## src/rtl/seq_detect_prog.sv

```systemverilog
// seq_detect_prog: programmable serial bit-pattern detector.
// Keeps a shift register of the most recent accepted bits and compares the
// newest 'len' of them against a run-time loadable pattern. Matches are
// reported as a registered one-cycle pulse and accumulated in a saturating
// counter. Loading a configuration restarts detection from an empty history.
module seq_detect_prog #(
    parameter int                 MAX_LEN = 8,
    parameter int                 LEN_W   = $clog2(MAX_LEN) + 1,
    parameter int                 CNT_W   = 8,
    parameter logic [MAX_LEN-1:0] RST_PAT = MAX_LEN'(8'b0000_1101),
    parameter int                 RST_LEN = 4,
    parameter bit                 RST_OVL = 1'b1
) (
    input  logic               clk,
    input  logic               rst,
    input  logic               din,
    input  logic               din_valid,
    input  logic               cfg_load,
    input  logic [MAX_LEN-1:0] cfg_pattern,
    input  logic [LEN_W-1:0]   cfg_len,
    input  logic               cfg_overlap,
    input  logic               cnt_clr,
    output logic               match,
    output logic [CNT_W-1:0]   match_count,
    output logic               cfg_err
);

    localparam logic [LEN_W-1:0] MAX_L   = LEN_W'(MAX_LEN);
    localparam logic [CNT_W-1:0] CNT_MAX = '1;

    // Bit history (hist[0] is the newest bit) and how many valid bits it holds
    logic [MAX_LEN-1:0] hist;
    logic [MAX_LEN-1:0] hist_n;
    logic [LEN_W-1:0]   fill;
    logic [LEN_W-1:0]   fill_n;

    // Active configuration
    logic [MAX_LEN-1:0] pat;
    logic [LEN_W-1:0]   len;
    logic               ovl;

    // Per-cycle decode
    logic [MAX_LEN-1:0] mask;
    logic               accept;
    logic               cfg_ok;
    logic               hit;

    // Decode the beat: shifted history, saturated fill, and the hit test on the low 'len' bits
    always_comb begin
        accept = din_valid & ~cfg_load;
        cfg_ok = (cfg_len != '0) && (cfg_len <= MAX_L);
        hist_n = {hist[MAX_LEN-2:0], din};
        fill_n = (fill >= MAX_L) ? MAX_L : fill + 1'b1;
        mask   = '0;
        for (int i = 0; i < MAX_LEN; i++) begin
            mask[i] = (LEN_W'(i) < len);
        end
        hit = accept && (fill_n >= len) && (((hist_n ^ pat) & mask) == '0);
    end

    // History, fill and configuration registers; a legal load clears history, an illegal one changes nothing
    always_ff @(posedge clk) begin
        if (rst) begin
            hist <= '0;
            fill <= '0;
            pat  <= RST_PAT;
            len  <= LEN_W'(RST_LEN);
            ovl  <= RST_OVL;
        end else if (cfg_load) begin
            if (cfg_ok) begin
                pat  <= cfg_pattern;
                len  <= cfg_len;
                ovl  <= cfg_overlap;
                hist <= '0;
                fill <= '0;
            end
        end else if (accept) begin
            hist <= hist_n;
            fill <= (hit && !ovl) ? '0 : fill_n;
        end
    end

    // Registered status pulses: match for a hit, cfg_err for a load with an out-of-range length
    always_ff @(posedge clk) begin
        if (rst) begin
            match   <= 1'b0;
            cfg_err <= 1'b0;
        end else begin
            match   <= hit;
            cfg_err <= cfg_load & ~cfg_ok;
        end
    end

    // Saturating match counter; a clear coinciding with a hit leaves that hit counted
    always_ff @(posedge clk) begin
        if (rst) begin
            match_count <= '0;
        end else if (cnt_clr) begin
            match_count <= hit ? CNT_W'(1) : '0;
        end else if (hit && (match_count != CNT_MAX)) begin
            match_count <= match_count + 1'b1;
        end
    end

endmodule

```

## config.mk

```make
export PLATFORM = sky130hd
export DESIGN_NAME = seq_detect_prog
export DESIGN_NICKNAME = d
export VERILOG_FILES = /design/src/rtl/seq_detect_prog.sv
export SDC_FILE = /design/constraint.sdc
export NUM_CORES = 1
export LEC_CHECK = 0
export ABC_AREA = 1
export BUFFER_PORTS_ARGS = -buffer_cell sky130_fd_sc_hd__buf_2
export CORE_MARGIN = 2
export CORE_UTILIZATION = 55
export DETAILED_ROUTE_END_ITERATION = 7
export GPL_ROUTABILITY_DRIVEN = 0
export HOLD_SLACK_MARGIN = 0.1
export PLACE_DENSITY = 0.76
export SKIP_LAST_GASP = 1
export SLEW_MARGIN = 20
export SYNTH_ARGS = -nofsm -noshare
export SYNTH_HDL_FRONTEND = slang
export SYNTH_SLANG_ARGS = --single-unit
```

## constraint.sdc

```tcl
create_clock -name clk -period 1.99 [get_ports clk]
set_input_delay 0 -clock clk [delete_from_list [all_inputs] [get_ports clk]]
set_output_delay 0 -clock clk [all_outputs]
set_load 0.01 [all_outputs]
```

==> metrics.txt <==
DRC viols=0; Internal Power=969 uW; Vias per Instance=between 4 and 5; leakage power of the design=around 0.0011 uW; Hold Worst Slack=0.185 ns; overall fraction of global-route tracks in use=0.245; drt total wl=4.14 mm; boundary pin count=29; critical path required time=about 2.2 ns; post-synth cell types=28; Cells after Synth=between 200 and 300; number of input and output port buffers inserted=28; via count of the first global-routing pass=1616; core region area=0.00308 sq mm; leading cell types in the layout, fill and taps excluded=nand2_1, inv_1, dfxtp_1; number of antenna repair diodes=0; die height=61.3 um; post-synth top area cell=dfxtp_1; Layout Utilization=0.763; Chip Width=61.3 um; part of the total power dissipated in the clock network=0.310; ANT nets after route=0; floorplan row count=20; Synth area leaders=dfxtp_1, nand2_1, a21oi_1, inv_1, ha_1; Crit Path Max Fanout=4; CTS clk-pin slew, worst paths=0.10 ns; first-iteration detailed-routing DRC count=76; switching part of the total power=0.287; final cycle utilization of the critical path=1.01; most common library cell in the layout ignoring fill and taps=nand2_1; count of final hold-check violations=0; part of the total power dissipated in combinational logic=0.161; total number of H-tree levels=2; peak supply drop=0.475 mV; CP arrival=about 2.2 ns; net count of the finished layout=about 350; Worst Path Class, Setup=reg -> reg; share of the yosys chip area belonging to registers=0.377; crit path cell chain=buf_6 > ha_4 > xnor2_2 > nor2_2 > ha_1 > nand2_1 > inv_1 > nand2_2 > a21oi_4 > nand4_1 > nand3_1 > a21oi_1; Synthesized Nets=290; max frequency=498 MHz; deepest clock path buffer count=2; setup_tns=-0.0383 ns; Final setup viols=2; proportion of power drawn by flip-flops and latches=0.529; share of the synthesized area in the top cell type=0.377; warning count from the yosys run=0; startpoint types=flip-flop; Final Slew Violations=0; Clock Root Buffer=clkbuf_4; source-to-sink clock delay at the later pin of the worst-skew pair=0.36 ns; Setup Slack @ Placement=-0.00556 ns; setup repair after global routing missed its margin=yes; Synth-to-Final Area Change=30.0%; first drt pass iteration count=5; flops & latches, synth=34; final setup skew=0.0113 ns; wire length of the first global-routing pass=slightly below 7 mm; Die Footprint=0.00376 sq mm; Starting Density=0.587; per-cell routed wire length=11.4 um; fin worst setup slack=-0.0194 ns; detailed-placement wirelength estimate=around 2.8 mm; cell area reported after detailed placement=0.00198 sq mm; cell with the biggest individual delay on the critical path=dfxtp_2; antenna violations before repair=0; number of buffers added by the clock tree synthesis step=5; number of vias after detailed routing=1798; area of the mapped netlist=~0.0018 sq mm; power density over the cells=~580 mW/mm^2; relative max-transition margin=0.674; Hold Path Class=in -> reg; average cell area after synthesis=6.84 sq um; GR Overflow Total=0; share of layout cells above drive strength 1=0.213; violated checks=setup timing; total buffers and inverters traversed by the critical path=2; total non-filler cell area in the finished layout=0.00235 sq mm; run status=complete, but fails checks; TritonCTS clock tree=done; Net Switching=390 uW; pin count of the biggest net entering global routing=19; clock period minus worst slack=2.01 ns; delay of the slowest cell on the worst path=roughly 0.34 ns; Worst Max-Slew Pin Slew=0.487 ns; Critical Path End Type=flip-flop; number of sinks handled by clock tree synthesis=34; max-capacitance violation count=0; critical path's top delay family=simple AND/OR/NAND/NOR gates
Yosys cell counts:
master    count
nand2_1      81
inv_1        36
dfxtp_1      34
a21oi_1      27
nor2_1       18
nand3_1      15
o21ai_0       8
ha_1          7
nand4_1       6
clkbuf_1      4
nand2_2       4
o211ai_1      4
o21ai_1       3
nor2_4        2
xnor2_1       2
a21oi_4       1
a31o_2        1
buf_2         1
buf_6         1
clkinv_1      1
clkinv_2      1
inv_2         1
nand3_4       1
nand4_4       1
nor2_2        1
nor3_1        1
or2_1         1
or2_4         1
timing repair:
action / in CTS / in global routing
endpoints found under the setup margin: 4 / 15
gates resized for setup: 2 / 16
hold endpoints to repair: 33 / 0
buffers inserted: 0 / 4
pin swaps: 1 / 12
hold buffers: 21 / 0
final cells by class:
cell class	instances	area, sq um
flip-flops and latches	34	686
inverters	39	151
repair buffers	54	392
clock inverters	1	5.00
multi-input cells	185	1000
fillers	255	729
well taps	44	55.1
clock buffers	7	55.1
registers in the layout, indices dropped and copies added, names as in the netlist:
| register | count |
|---|---|
| cfg_err | 1 |
| fill | 4 |
| hist | 7 |
| len | 4 |
| match | 1 |
| match_count | 8 |
| ovl | 1 |
| pat | 8 |
path summary, 6_finish.rpt:
check                        from              endpoint  slack, ns  cells after the start
max          fill[1]$_SDFFE_PP0P_  fill[1]$_SDFFE_PP0P_      -0.02                     12
min                     din_valid  hist[5]$_SDFFE_PP0P_       0.19                      6
max reg2reg  fill[1]$_SDFFE_PP0P_  fill[1]$_SDFFE_PP0P_      -0.02                     12
min reg2reg   pat[4]$_SDFFE_PP0P_   pat[4]$_SDFFE_PP0P_       0.48                      2
routing by layer:
layer | GRT usage | vias up | routed length, um
met5 | 0 | - | 0
met4 | 0.0870 | 0 | 70
met3 | 0.0672 | 7 | 158
met2 | 0.422 | 33 | 2020
met1 | 0.291 | 808 | 1890
li1 | - | 950 | -
cells by family after synthesis:
| kind of cell | count (synthesis) | share of synthesized area |
|---|---|---|
| AND/OR/NAND/NOR | 132 | 0.330 |
| buffers and inverters | 45 | 0.0990 |
| AO/OA/AOI/OAI | 44 | 0.136 |
| flip-flops | 34 | 0.377 |
| adder cells (fa/ha/maj) | 7 | 0.0485 |
| XOR/XNOR | 2 | 0.00970 |
power groups by stage:
stage,clock (uW),combinational (uW),sequential [uW]
floorplan,0,129,731
global placement,0,171,733
detailed placement,0,174,734
CTS,421,205,719
global route,452,248,723
finish,422,219,719
per-stage QoR:
step	total power [uW]	std cells
2_1_floorplan	861	264
3_3_place_gp	905	331
3_5_place_dp	908	331
4_1_cts	1340	360
5_1_grt	1420	364
6_report	1360	364
worst reg2reg max path, cell delays in order, from the launching register on:
cell	delay (ns)
dfxtp_2	0.34
buf_6	0.12
ha_4	0.15
xnor2_2	0.16
nor2_2	0.07
ha_1	0.28
nand2_1	0.04
inv_1	0.06
nand2_2	0.07
a21oi_4	0.19
nand4_1	0.22
nand3_1	0.15
a21oi_1	0.06
(Power assumes the default switching activity.)
